[src/rtl/lsu_pkg.sv]
// Shared types for the MEM-stage load/store controller: size codes,
// FSM states and the alignment rule.
package lsu_pkg;

    localparam logic [1:0] SZ_BYTE = 2'b00;
    localparam logic [1:0] SZ_HALF = 2'b01;
    localparam logic [1:0] SZ_WORD = 2'b10;

    typedef enum logic [1:0] {
        IDLE,
        ACCESS,
        MERGE_WR,
        FAULT
    } lsu_state_t;

    function automatic logic is_misaligned(
        input logic [1:0] size,
        input logic [1:0] addr_lo
    );
        return (size == SZ_HALF && addr_lo[0])
            || (size == SZ_WORD && addr_lo != 2'b00)
            || (size == 2'b11);
    endfunction

endpackage

[src/rtl/lsu_ctrl_if.sv]
// Pipeline-side request bundle and word-wide data memory port
// used by the load/store controller.
interface lsu_req_if #(
    parameter int ADDR_W = 32
);
    logic              req;
    logic              wr;
    logic [1:0]        size;
    logic              sext;
    logic [ADDR_W-1:0] addr;
    logic [31:0]       wdata;
    logic              ready;
    logic              done;
    logic              err;
    logic [31:0]       rdata;

    modport master (
        output req, wr, size, sext, addr, wdata,
        input  ready, done, err, rdata
    );
    modport slave (
        input  req, wr, size, sext, addr, wdata,
        output ready, done, err, rdata
    );
endinterface

interface lsu_mem_if #(
    parameter int ADDR_W = 32
);
    logic              wr;
    logic [ADDR_W-1:0] addr;
    logic [31:0]       wd;
    logic [31:0]       rd;

    modport master (
        output wr, addr, wd,
        input  rd
    );
    modport slave (
        input  wr, addr, wd,
        output rd
    );
endinterface

[src/rtl/lsu_lane.sv]
// Little-endian byte/half lane logic: extended load extraction and
// store merge into an existing word.
module lsu_lane
    import lsu_pkg::*;
(
    input  logic [31:0] i_rd,
    input  logic [31:0] i_wd,
    input  logic [1:0]  i_addr_lo,
    input  logic [1:0]  i_size,
    input  logic        i_sext,
    output logic [31:0] o_load,
    output logic [31:0] o_merged
);
    logic [4:0]  w_bsh;
    logic [4:0]  w_hsh;
    logic [7:0]  w_byte;
    logic [15:0] w_half;
    logic [31:0] w_bmask;
    logic [31:0] w_hmask;

    assign w_bsh   = {i_addr_lo, 3'b000};
    assign w_hsh   = {i_addr_lo[1], 4'b0000};
    assign w_byte  = i_rd[w_bsh +: 8];
    assign w_half  = i_rd[w_hsh +: 16];
    assign w_bmask = 32'h0000_00FF << w_bsh;
    assign w_hmask = 32'h0000_FFFF << w_hsh;

    always_comb begin
        o_load   = i_rd;
        o_merged = i_wd;
        unique case (1'b1)
            (i_size == SZ_BYTE): begin
                o_load   = {{24{i_sext & w_byte[7]}}, w_byte};
                o_merged = (i_rd & ~w_bmask)
                         | ({24'b0, i_wd[7:0]} << w_bsh);
            end
            (i_size == SZ_HALF): begin
                o_load   = {{16{i_sext & w_half[15]}}, w_half};
                o_merged = (i_rd & ~w_hmask)
                         | ({16'b0, i_wd[15:0]} << w_hsh);
            end
            default: ;
        endcase
    end

endmodule

[src/rtl/lsu_ctrl.sv]
// MEM-stage load/store controller; sub-word stores use read-modify-write.
// Define LSU_TRACE_EN to log every memory write as "*addr <= data".
module lsu_ctrl
    import lsu_pkg::*;
#(
    parameter int ADDR_W = 32
) (
    input logic        i_clk,
    input logic        i_rst_n,
    lsu_req_if.slave   req_if,
    lsu_mem_if.master  mem_if
);
    lsu_state_t        r_state;
    lsu_state_t        w_next;
    logic [ADDR_W-1:0] r_addr;
    logic              r_wr;
    logic [1:0]        r_size;
    logic              r_sext;
    logic [31:0]       r_wdata;
    logic [31:0]       r_merge;
    logic [31:0]       r_rdata;
    logic              r_done;
    logic              r_err;
    logic              w_bad;
    logic              w_sub;
    logic [31:0]       w_lane_rd;
    logic [31:0]       w_load;
    logic [31:0]       w_merged;

    assign w_bad = is_misaligned(req_if.size, req_if.addr[1:0]);
    assign w_sub = r_wr && (r_size != SZ_WORD);

    // The merge pass works on the captured word, not the live bus.
    assign w_lane_rd = (r_state == MERGE_WR) ? r_merge : mem_if.rd;

    lsu_lane u_lane (
        .i_rd      (w_lane_rd),
        .i_wd      (r_wdata),
        .i_addr_lo (r_addr[1:0]),
        .i_size    (r_size),
        .i_sext    (r_sext),
        .o_load    (w_load),
        .o_merged  (w_merged)
    );

    always_ff @(posedge i_clk or negedge i_rst_n) begin
        if (!i_rst_n) begin
            r_state <= IDLE;
        end else begin
            r_state <= w_next;
        end
    end

    always_ff @(posedge i_clk or negedge i_rst_n) begin
        if (!i_rst_n) begin
            r_addr  <= '0;
            r_wr    <= 1'b0;
            r_size  <= SZ_BYTE;
            r_sext  <= 1'b0;
            r_wdata <= '0;
            r_merge <= '0;
            r_rdata <= '0;
            r_done  <= 1'b0;
            r_err   <= 1'b0;
        end else begin
            r_done <= 1'b0;
            r_err  <= 1'b0;
            unique case (r_state)
                IDLE: begin
                    if (req_if.req) begin
                        r_addr  <= req_if.addr;
                        r_wr    <= req_if.wr;
                        r_size  <= req_if.size;
                        r_sext  <= req_if.sext;
                        r_wdata <= req_if.wdata;
                    end
                end
                ACCESS: begin
                    if (!r_wr) r_rdata <= w_load;
                    if (w_sub) r_merge <= mem_if.rd;
                    r_done <= !w_sub;
                end
                MERGE_WR: r_done <= 1'b1;
                FAULT: begin
                    r_done <= 1'b1;
                    r_err  <= 1'b1;
                end
                default: ;
            endcase
        end
    end

    always_comb begin
        w_next      = r_state;
        mem_if.wr   = 1'b0;
        mem_if.addr = '0;
        mem_if.wd   = '0;
        unique case (r_state)
            IDLE: begin
                if (req_if.req) w_next = w_bad ? FAULT : ACCESS;
            end
            ACCESS: begin
                mem_if.addr = {r_addr[ADDR_W-1:2], 2'b00};
                if (r_wr && !w_sub) begin
                    mem_if.wr = 1'b1;
                    mem_if.wd = r_wdata;
                end
                w_next = w_sub ? MERGE_WR : IDLE;
            end
            MERGE_WR: begin
                mem_if.addr = {r_addr[ADDR_W-1:2], 2'b00};
                mem_if.wr   = 1'b1;
                mem_if.wd   = w_merged;
                w_next      = IDLE;
            end
            FAULT: w_next = IDLE;
            default: w_next = IDLE;
        endcase
    end

    assign req_if.ready = (r_state == IDLE);
    assign req_if.done  = r_done;
    assign req_if.err   = r_err;
    assign req_if.rdata = r_rdata;

`ifdef LSU_TRACE_EN
    always @(posedge i_clk) begin
        if (mem_if.wr) $display("*%h <= %h", mem_if.addr, mem_if.wd);
    end
`else
`endif

endmodule

[src/flat_wrapper.sv]
// flat-port wrapper written by rule: the top's interface ports become plain ports
module lsu_ctrl_flat import lsu_pkg::*;
#(
    parameter int ADDR_W = 32
)
  (i_clk, i_rst_n, req_if_req, req_if_wr, req_if_size, req_if_sext, req_if_addr, req_if_wdata, req_if_ready, req_if_done, req_if_err, req_if_rdata, mem_if_wr, mem_if_addr, mem_if_wd, mem_if_rd);
  lsu_req_if #(.ADDR_W(ADDR_W)) req_if_i ();
  lsu_mem_if #(.ADDR_W(ADDR_W)) mem_if_i ();
  input logic i_clk;
  input logic i_rst_n;
  input wire logic [$bits(req_if_i.req)-1:0] req_if_req;
  input wire logic [$bits(req_if_i.wr)-1:0] req_if_wr;
  input wire logic [$bits(req_if_i.size)-1:0] req_if_size;
  input wire logic [$bits(req_if_i.sext)-1:0] req_if_sext;
  input wire logic [$bits(req_if_i.addr)-1:0] req_if_addr;
  input wire logic [$bits(req_if_i.wdata)-1:0] req_if_wdata;
  output wire logic [$bits(req_if_i.ready)-1:0] req_if_ready;
  output wire logic [$bits(req_if_i.done)-1:0] req_if_done;
  output wire logic [$bits(req_if_i.err)-1:0] req_if_err;
  output wire logic [$bits(req_if_i.rdata)-1:0] req_if_rdata;
  output wire logic [$bits(mem_if_i.wr)-1:0] mem_if_wr;
  output wire logic [$bits(mem_if_i.addr)-1:0] mem_if_addr;
  output wire logic [$bits(mem_if_i.wd)-1:0] mem_if_wd;
  input wire logic [$bits(mem_if_i.rd)-1:0] mem_if_rd;
  assign req_if_i.req = req_if_req;
  assign req_if_i.wr = req_if_wr;
  assign req_if_i.size = req_if_size;
  assign req_if_i.sext = req_if_sext;
  assign req_if_i.addr = req_if_addr;
  assign req_if_i.wdata = req_if_wdata;
  assign req_if_ready = req_if_i.ready;
  assign req_if_done = req_if_i.done;
  assign req_if_err = req_if_i.err;
  assign req_if_rdata = req_if_i.rdata;
  assign mem_if_wr = mem_if_i.wr;
  assign mem_if_addr = mem_if_i.addr;
  assign mem_if_wd = mem_if_i.wd;
  assign mem_if_i.rd = mem_if_rd;
  lsu_ctrl #(.ADDR_W(ADDR_W)) u_core (.i_clk(i_clk), .i_rst_n(i_rst_n), .req_if(req_if_i), .mem_if(mem_if_i));
endmodule
[config.mk]
export PLATFORM = sky130hd
export DESIGN_NAME = lsu_ctrl_flat
export DESIGN_NICKNAME = d
export VERILOG_FILES = /design/src/rtl/lsu_pkg.sv /design/src/rtl/lsu_ctrl_if.sv /design/src/rtl/lsu_lane.sv /design/src/rtl/lsu_ctrl.sv /design/src/flat_wrapper.sv
export SDC_FILE = /design/constraint.sdc
export NUM_CORES = 1
export LEC_CHECK = 0
export ABC_AREA = 1
export CELL_PAD_IN_SITES_DETAIL_PLACEMENT = 1
export CELL_PAD_IN_SITES_GLOBAL_PLACEMENT = 2
export CORE_UTILIZATION = 27
export DETAILED_ROUTE_END_ITERATION = 8
export PLACE_DENSITY_LB_ADDON = 0.12
export RECOVER_POWER = 25
export REMOVE_ABC_BUFFERS = 1
export SETUP_SLACK_MARGIN = 0.4
export SLEW_MARGIN = 5
export SYNTH_ARGS = -nofsm -noshare
export SYNTH_HDL_FRONTEND = slang
export SYNTH_HIERARCHICAL = 1
export SYNTH_SLANG_ARGS = --single-unit
[constraint.sdc]
create_clock -name i_clk -period 2.3 [get_ports i_clk]
set_input_delay 0.345 -clock i_clk [delete_from_list [all_inputs] [get_ports i_clk]]
set_output_delay 0.345 -clock i_clk [all_outputs]
set_load 0.1 [all_outputs]
# After elaboration in Yosys (flattened, before gate mapping)
# Cells that the tools add are included.
[word_totals] ff_bits=136 in_bits=103 out_inout_bits=100 wordCells=63
[classes] n_eq_ne=9 n_shift=6 muxes=14 n_bitwise=9 n_reduce_logical=15
[op_table] operator="$pmux W32 S2" n=3
[op_table] operator="$mux W32" n=3
[op_table] operator="$and A32 B32 Y32" n=2
[op_table] operator="$not A32 Y32" n=2
[op_table] operator="$or A32 B32 Y32" n=2
[op_table] operator="$shiftx A32 B6 Y16" n=1
[op_table] operator="$shiftx A32 B6 Y8" n=1
[op_table] operator="$shl A16 B5 Y32" n=1
[op_table] operator="$shl A16 B5 Y32 const A" n=1
[op_table] operator="$shl A8 B5 Y32" n=1
[op_table] operator="$shl A8 B5 Y32 const A" n=1
[op_table] operator="$eq A2 B2 Y1 const B" n=4
[op_table] operator="$eq A2 B1 Y1 const B" n=3
[op_table] operator="$mux W2" n=3
[op_table] operator="$pmux W2 S3" n=1
[op_table] operator="$reduce_and A2 Y1" n=3
[op_table] operator="$logic_and A1 B1 Y1" n=4
[op_table] operator="$logic_not A2 Y1" n=2
[op_table] operator="$ne A2 B2 Y1 const B" n=2
[op_table] operator="$pmux W1 S2" n=2
[op_table] operator="$reduce_or A2 Y1" n=2
[op_table] operator="$and A1 B1 Y1" n=2
[op_table] operator="$logic_or A1 B1 Y1" n=2
[op_table] operator="$mux W1" n=2
[op_table] operator="other kinds (3)" n=3

# Longest topological paths before layout
# Gate-level depths: netlist of the first run.
[logic_depth] ltp_word=7 ltp_mapped=16 ltp_nobuf=12

# Hierarchy
# Netlist of the first run, hierarchy kept.
[modules_own_cells] module="lsu_ctrl" instances=1 cells_each=841 area_per_inst_um2=6552.5 seq_area_each_um2=3403.3
[modules_own_cells] module="lsu_lane" instances=1 cells_each=344 area_per_inst_um2=1796.7 seq_area_each_um2=0.0

# Worst setup path after synthesis of the first run
# Ideal clock, no wire load.
[synth_path] path_type="register to output" startpoint="register u_core.r_state[0]" endpoint="output mem_if_wd[24]" arrival_ns=3.213 slack_ns=-1.258 stages_incl_launch_ff=14 cell_sequence="dfrtp_1 inv_1 ha_1 buf_2 buf_2 buf_2 nand2_1 o21ai_0 inv_1 a21oi_1 o21ai_0 nand3_1 nand2_1 a21oi_1"
[synth_between] elab_chain_len=6 elab_cells_between_ends=9 cone_classes="eq/ne: 2; mux: 3; bitwise: 4"
[synth_rtl] element="from (decl)" line_no="lsu_ctrl.sv:13" text="lsu_state_t r_state;"
[synth_rtl] element="from (signal assigned)" line_no="lsu_ctrl.sv:50" text="r_state <= w_next;"
[synth_rtl] element="$eq A2 B2 Y1 *" line_no="lsu_ctrl.sv:34" text="assign w_lane_rd = (r_state == MERGE_WR) ? r_merge : mem_if.rd;"
[synth_rtl] element="$mux W32 *" line_no="lsu_ctrl.sv:34"
[synth_rtl] element="net u_core.w_lane_rd[24]" line_no="lsu_ctrl.sv:26" text="logic [31:0] w_lane_rd;"
[synth_rtl] element="$and A32 B32 Y32 (on tied branches)" line_no="lsu_lane.sv:39, lsu_lane.sv:34"
[synth_rtl] element="$or A32 B32 Y32 (on tied branches)" line_no="lsu_lane.sv:40, lsu_lane.sv:35"
[synth_rtl] element="$pmux W32 S2 *" line_no="lsu_lane.sv:31" text="unique case (1'b1)"
[synth_rtl] element="net u_core.w_merged[24]" line_no="lsu_ctrl.sv:28" text="logic [31:0] w_merged;"
[synth_rtl] element="$pmux W32 S2 *" line_no="lsu_ctrl.sv:98" text="unique case (r_state)"
[synth_rtl] element="to (decl)" line_no="flat_wrapper.sv:23" text="output wire logic [$bits(mem_if_i.wd)-1:0] mem_if_wd;"
# The timed path passes the listed nets; every way through them passes the cells marked *.

# Worst setup path after layout of the first run
[layout_path] startpoint="register u_core.r_state[1]" endpoint="output mem_if_wd[26]"
# Same word-level chain as after synthesis.

==> results of run 1 <==
timing repair:
item	CTS	global route
gates cloned	13	7
hold endpoints to repair	48	0
buffers inserted	29	21
setup endpoints to repair	96	121
gates resized for setup	275	79
pin swaps	115	59
hold buffers	1	0
placed cells by master (no fill, tap or decap), drive strengths merged:
cell type / synthesis / final
nand2: 540 / 545
o211ai: 10 / 10
a21oi: 49 / 49
nand3: 126 / 126
nor2: 21 / 21
buf: 48 / 286
bufinv: 1 / 2
a22oi: 1 / 1
inv: 106 / 109
clkbuf: 29 / 24
clkdlybuf4s50: 0 / 101
clkinv: 0 / 4
clkinvlp: 0 / 5
dlygate4sd3: 0 / 1
conb: 1 / 2
nand4: 1 / 1
o21ai: 89 / 89
diode: 0 / 1
dfrtp: 136 / 136
ha: 4 / 4
nand3b: 1 / 1
o22ai: 22 / 22
worst max-delay path, cell delays in order, from the launching register on:
cell and delay [ps]:
dfrtp_1 430, ha_4 240, buf_6 150, buf_16 140
o21ai_4 120, buf_6 140, inv_4 30, a21oi_1 140
o21ai_1 100, nand3_2 80, nand2_2 60, a21oi_2 170
buf_4 140, buf_12 160
cell families (layout without fill, tap and decap cells):
logic type | count (synthesis) | count (layout) | synth area share
AO/OA/AOI/OAI | 171 | 171 | 0.1226
adder cells (fa/ha/maj) | 4 | 4 | 0.005995
buffers and inverters | 184 | 532 | 0.1089
flip-flops | 136 | 136 | 0.4076
other | 1 | 3 | 0.0004491
AND/OR/NAND/NOR | 689 | 694 | 0.3544
report_power, final:
part / leakage [nW] / switching (mW) / internal (mW)
sequential: 1.70 / 0.995 / 3.50
combinational: 5.13 / 11.4 / 6.36
clock: 0.262 / 1.27 / 1.53
total: 7.09 / 13.6 / 11.4
layout make-up:
| cell class | count | area (µm²) | area share |
|---|---|---|---|
| timing repair buffer | 393 | 4568 | 0.3149 |
| multi-input combinational | 871 | 5036 | 0.3471 |
| sequential | 136 | 3405 | 0.2347 |
| clock inverter | 13 | 121.4 | 0.008365 |
| clock buffer | 19 | 442.9 | 0.03053 |
| inverter | 107 | 437.9 | 0.03018 |
| antenna | 1 | 2.502 | 0.0001725 |
| tap | 396 | 495.5 | 0.03415 |
path summary, 6_finish.rpt:
path                                          from                       to  slack, ps  depth (start not counted)
max                              u_core/r_state[1]            mem_if_wd[26]       -580                         13
min                                 req_if_addr[6]         u_core/r_addr[6]        440                          3
max reg2reg                      u_core/r_state[0]  u_core/req_if.rdata[23]       -130                         18
min reg2reg                u_core/req_if.rdata[10]  u_core/req_if.rdata[10]        480                          2
max in group asynchronous                  i_rst_n        u_core/r_addr[22]        380                          3
min in group asynchronous                  i_rst_n  u_core/req_if.rdata[24]        780                          2
layer usage:
layer | wire length (µm) | vias up
met5 | 13 | -
met4 | 610 | 2
met3 | 2045 | 42
met2 | 18070 | 217
met1 | 16310 | 4503
li1 | - | 4457
sequential cells by signal (all words and copies together), names as in the netlist:
signal               flops
u_core/r_wdata          32
u_core/r_sext            1
u_core/r_merge          32
u_core/r_addr           32
u_core/req_if.done       1
u_core/r_state           2
u_core/req_if.err        1
u_core/req_if.rdata     32
u_core/r_wr              1
u_core/r_size            2
metrics by stage:
step	util	area, µm²	power (mW)	instances
2_1_floorplan	-	7864	13.22	1109
3_3_place_gp	0.3929	11990	18.69	1832
3_5_place_dp	0.3929	11990	18.83	1832
4_1_cts	0.4560	13910	24.17	1907
5_1_grt	0.4755	14510	26.30	1935
6_report	0.4756	14510	25.02	1936
synth_stat cells (2+ instances only):
cell | instances | area, µm²
ha_1 | 4 | 50.05
inv_1 | 98 | 367.9
inv_4 | 2 | 12.51
o21ai_0 | 56 | 280.3
nand3_2 | 20 | 200.2
nand2_4 | 6 | 67.56
nand3_1 | 105 | 525.5
a21oi_1 | 49 | 245.2
dfrtp_1 | 136 | 3403
inv_2 | 6 | 22.52
buf_6 | 13 | 146.4
buf_4 | 12 | 90.09
buf_12 | 2 | 40.04
o21ai_1 | 3 | 15.01
buf_2 | 20 | 100.1
nand2_2 | 6 | 37.54
nor2_4 | 2 | 22.52
o211ai_1 | 10 | 75.07
nor2_2 | 2 | 12.51
o22ai_1 | 22 | 137.6
nor2_1 | 16 | 60.06
o21ai_2 | 30 | 262.8
nand2_1 | 528 | 1982
clkbuf_1 | 29 | 108.9
==> run summary, run 1 <==
IO buf count: 200
Vias in the first global route: 9464
Fmax: 0.3473 GHz
Num rows: 64
Worst slew pin tran: 1462 ps
HP Class: in2reg
Cell variety after synth: 32
Initial core utilization: 0.2737
Seq/Total Area, Yosys: 0.4076
Core area: 30510 µm²
Mapped Cells: 1185
FF+latch count, synth: 136
DR pass1 iterations: 4
Synth warn: 6
RSZ-0062 raised after global routing: true
Die footprint: 31630 µm²
Worst VDD drop: 1067 µV
GRT met1 Usage: 0.2933
First-pass GRT wire length: 55230 µm
Io pins: 203
Final hold slack: 437.2 ps
Fin. max-slew vios: 0
Clock sink count: 136
Via count: 9221
CTS tree: built
Post-synth ARST share: 1.000
Number of synthesized flops with an enable pin: 0
# nets final: 1633
Crit path DAT: 2530 ps
Max-Cap Viols: 0
Wirelength per Cell: 19.14 µm
FILL cells: 3558
Main flop type after synthesis: dfrtp_1
Met3 Use GR: 0.04713
WL final: 37050 µm
Post-Syn Area: 8349 µm²
Type of the worst setup path: reg2out
Clk pin slew, worst setup/hold paths: 70 ps
Setup tns final: -19580 ps
Starting DRT DRC Count: 476
Overall Global Routing Usage: 0.2306
Req. time, crit path: 1960 ps
Vias per cell: 4.763
Fin. Hold Viols: 0
Largest net degree at the start of global routing: 51
Die Y: 177.9 µm
Failing checks: negative setup slack
Synthesized area per cell: 7.046 µm²
CTS Buffer Depth: 2
Leakage dissipation: 7.092 nW
Critical path peak fanout: 7
Final setup vio count: 88
Routability cong.: 0.8116
Routed Antenna Nets: 0
Outcome: finished, violations left
CTS H-Tree Depth: 4
GR peak layer: met2
Hpwl dp: 23250 µm
Root buf cell: clkbuf_16
Min Clock Period, post-route: 2879 ps
Layout cells sized above 1: 0.3918
GRT Residual Overflow: 0
Clock Latency Late Sink: 440 ps
Power Dens Cells: 1725 nW/µm²
Pre-CTS setup slack: -371.8 ps
Period utilization: 1.252
CP Capture Type: output port
Skew final: 11.62 ps
Initial antenna violation count: 2
Crit path launch type: register
Area grow syn2layout: 73.77%
DRC: 0
CTS Buf Count: 17
Fin worst setup slack: -579.1 ps
Global Route met2 Usage: 0.3903
Rel. slew slack: 0.02517
Die Wd: 177.9 µm
Note: power is estimated with default switching activity, not from simulation.
==> inputs of run 2 (changes only) <==
--- a/config.mk
+++ b/config.mk
@@ -19,3 +19,4 @@
 export SYNTH_HDL_FRONTEND = slang
 export SYNTH_HIERARCHICAL = 1
 export SYNTH_SLANG_ARGS = --single-unit
+export TNS_END_PERCENT = 1
==> run summary, run 2 (synthesized netlist as in run 1, its figures left out) <==
Finished layout cell area: 13290 µm² (-8.4%)
Io pins: 203 (unchanged)
Post-DP Area: 11990 µm² (unchanged)
Commonest non-fill, non-tap cell in the layout: nand2_1
Area grow syn2layout: 59.21%
CTS tree: built
# placed instances: 1832 (unchanged)
Clock Latency Late Sink: 430 ps (about the same)
Routed Antenna Nets: 0 (unchanged)
Crit path DAT: 2470 ps (-60 ps)
FILL cells: 3672 (+3.2%)
Req. time, crit path: 1960 ps (about the same)
Overall Global Routing Usage: 0.2157 (-0.01492)
Outcome: finished, violations left
Max-Cap Viols: 0 (unchanged)
Crit path capture: mem_if_wd[17]
Multi-input logic area: 4507 µm² (-11%)
Final setup vio count: 33 (-63%)
GRT Residual Overflow: 0 (unchanged)
Via count: 8781 (-4.8%)
Rel. slew slack: 0.04115 (+0.01598)
HP Class: in2reg
Num rows: 64 (unchanged)
Die footprint: 31630 µm² (unchanged)
# nets final: 1576 (-3.5%)
Skew final: 9.436 ps (-2.180 ps)
Root buf cell: clkbuf_16
Hpwl dp: 23250 µm (unchanged)
Die Y: 177.9 µm (unchanged)
Setup tns final: -12900 ps (+6678 ps)
Largest net degree at the start of global routing: 51 (unchanged)
CTS Buf Count: 17 (unchanged)
Worst R2R Setup Slack: 100 ps (+230 ps)
Period utilization: 1.224 (-0.02770)
Fin worst setup slack: -515.4 ps (+63.70 ps)
Vias per cell: 4.673 (-1.9%)
Pre-CTS setup slack: -371.8 ps (unchanged)
IO buf count: 200 (unchanged)
Clock sink count: 136 (unchanged)
Post-route insts no fill: 1879 (-2.9%)
Commonest non-fill, non-tap cells in the layout: nand2_1 (520), buf_4 (144), dfrtp_1 (135)
DR pass1 iterations: 4 (unchanged)
Reg2Reg Launch Point: u_core/r_state[1]
Power Dens Cells: 1711 nW/µm² (-0.77%)
Min Clock Period, post-route: 2815 ps (-63.70 ps)
Register area: 3405 µm² (unchanged)
Routability cong.: 0.8116 (unchanged)
Die Wd: 177.9 µm (unchanged)
CTS Buffer Depth: 2 (unchanged)
CP Capture Type: output port
Register-to-Register Path Depth: 13 (-5)
Layout cells sized above 1: 0.3192 (-0.07265)
Worst slew pin tran: 1438 ps (-23.97 ps)
Starting DRT DRC Count: 441 (-7.4%)
Leakage dissipation: 6.561 nW (-7.5%)
Failing checks: negative setup slack
WL final: 33080 µm (-11%)
Wirelength per Cell: 17.61 µm (-8.0%)
Reg2reg end: u_core/req_if.rdata[15]
RSZ-0062 raised after global routing: true
Fmax: 0.3552 GHz (+2.3%)
Initial core utilization: 0.2737 (unchanged)
Vias in the first global route: 9124 (-3.6%)
First-pass GRT wire length: 52340 µm (-5.2%)
Crit path launch type: register
Launch point of the worst path: u_core/r_state[1]
CTS H-Tree Depth: 4 (unchanged)
Type of the worst setup path: reg2out
Initial antenna violation count: 2 (unchanged)
Clk pin slew, worst setup/hold paths: 70 ps (about the same)
Final hold slack: 446.2 ps (+9.064 ps)
Fin. max-slew vios: 0 (unchanged)
Core area: 30510 µm² (unchanged)
Critical path peak fanout: 8 (+1)
DRC: 0 (unchanged)
Fin. Hold Viols: 0 (unchanged)
Worst VDD drop: 1062 µV (-0.53%)
run 2: area by class of cell:
class / count / area share
inverter: 107 / 0.03257
multi-input combinational: 866 / 0.3390
timing repair buffer: 341 / 0.2924
sequential: 136 / 0.2561
antenna: 1 / 0.0001883
clock inverter: 13 / 0.009130
tap: 396 / 0.03727
clock buffer: 19 / 0.03332
run 2: worst min path at each step:
stage                      from                       to  slack [ps]  cells past startpoint
2_1_floorplan           i_rst_n         u_core/r_addr[0]          50                      0
3_3_place_gp            i_rst_n  u_core/req_if.rdata[14]         340                      1
3_5_place_dp            i_rst_n  u_core/req_if.rdata[24]         350                      1
4_1_cts          req_if_addr[6]         u_core/r_addr[6]         430                      3
5_1_grt        req_if_wdata[28]       u_core/r_wdata[28]         450                      3
6_report         req_if_addr[6]         u_core/r_addr[6]         450                      3
run 2: critical path: stages, from the launching register on:
cell and delay (ps):
dfrtp_1 410, ha_4 240, buf_6 150, buf_16 140
o21ai_2 150, buf_6 140, inv_1 50, o22ai_1 120
nand2_1 70, nand3_1 80, nand2_1 70, a21oi_2 220
buf_12 200
run 2: layer usage:
layer / routed length, µm / share of wire / up-vias / global-route usage
met2: 15470 / 0.47 / 204 / 0.3478
li1: - / - / 4327 / -
met5: 13 / 0.00039 / - / 0
met3: 1834 / 0.055 / 18 / 0.05141
met1: 15470 / 0.47 / 4230 / 0.2848
met4: 286 / 0.0086 / 2 / 0.06303
run 2: what timing repair did:
| action | CTS | global route |
|---|---|---|
| setup endpoints to repair | 96 | 96 |
| gates resized for setup | 168 | 44 |
| buffers inserted | 8 | 1 |
| endpoints found under the hold margin | 48 | 0 |
| pin swaps | 100 | 30 |
| hold buffers | 1 | 0 |
| gates cloned | 4 | 0 |
run 2: power breakdown:
group	switching [mW]	internal [mW]
registers	0.888	3.50
clock network	1.25	1.53
logic	10.4	5.22
run 2: stage by stage:
stage,total power [mW],utilization
final,22.75,0.4357
after floorplan,13.22,-
after detailed placement,18.83,0.3929
after global routing,24.09,0.4356
after global placement,18.69,0.3929
after CTS,22.68,0.4313
==> inputs of run 3 (changes only) <==
--- a/config.mk
+++ b/config.mk
@@ -6,6 +6,7 @@
 export NUM_CORES = 1
 export LEC_CHECK = 0
 export ABC_AREA = 1
+export CAP_MARGIN = 40
 export CELL_PAD_IN_SITES_DETAIL_PLACEMENT = 1
 export CELL_PAD_IN_SITES_GLOBAL_PLACEMENT = 2
 export CORE_UTILIZATION = 27
@@ -14,7 +15,6 @@
 export RECOVER_POWER = 25
 export REMOVE_ABC_BUFFERS = 1
 export SETUP_SLACK_MARGIN = 0.4
-export SLEW_MARGIN = 5
 export SYNTH_ARGS = -nofsm -noshare
 export SYNTH_HDL_FRONTEND = slang
 export SYNTH_HIERARCHICAL = 1
==> results of run 3 <==
The final DEF is identical to that of run 2; final timing and power are the same.
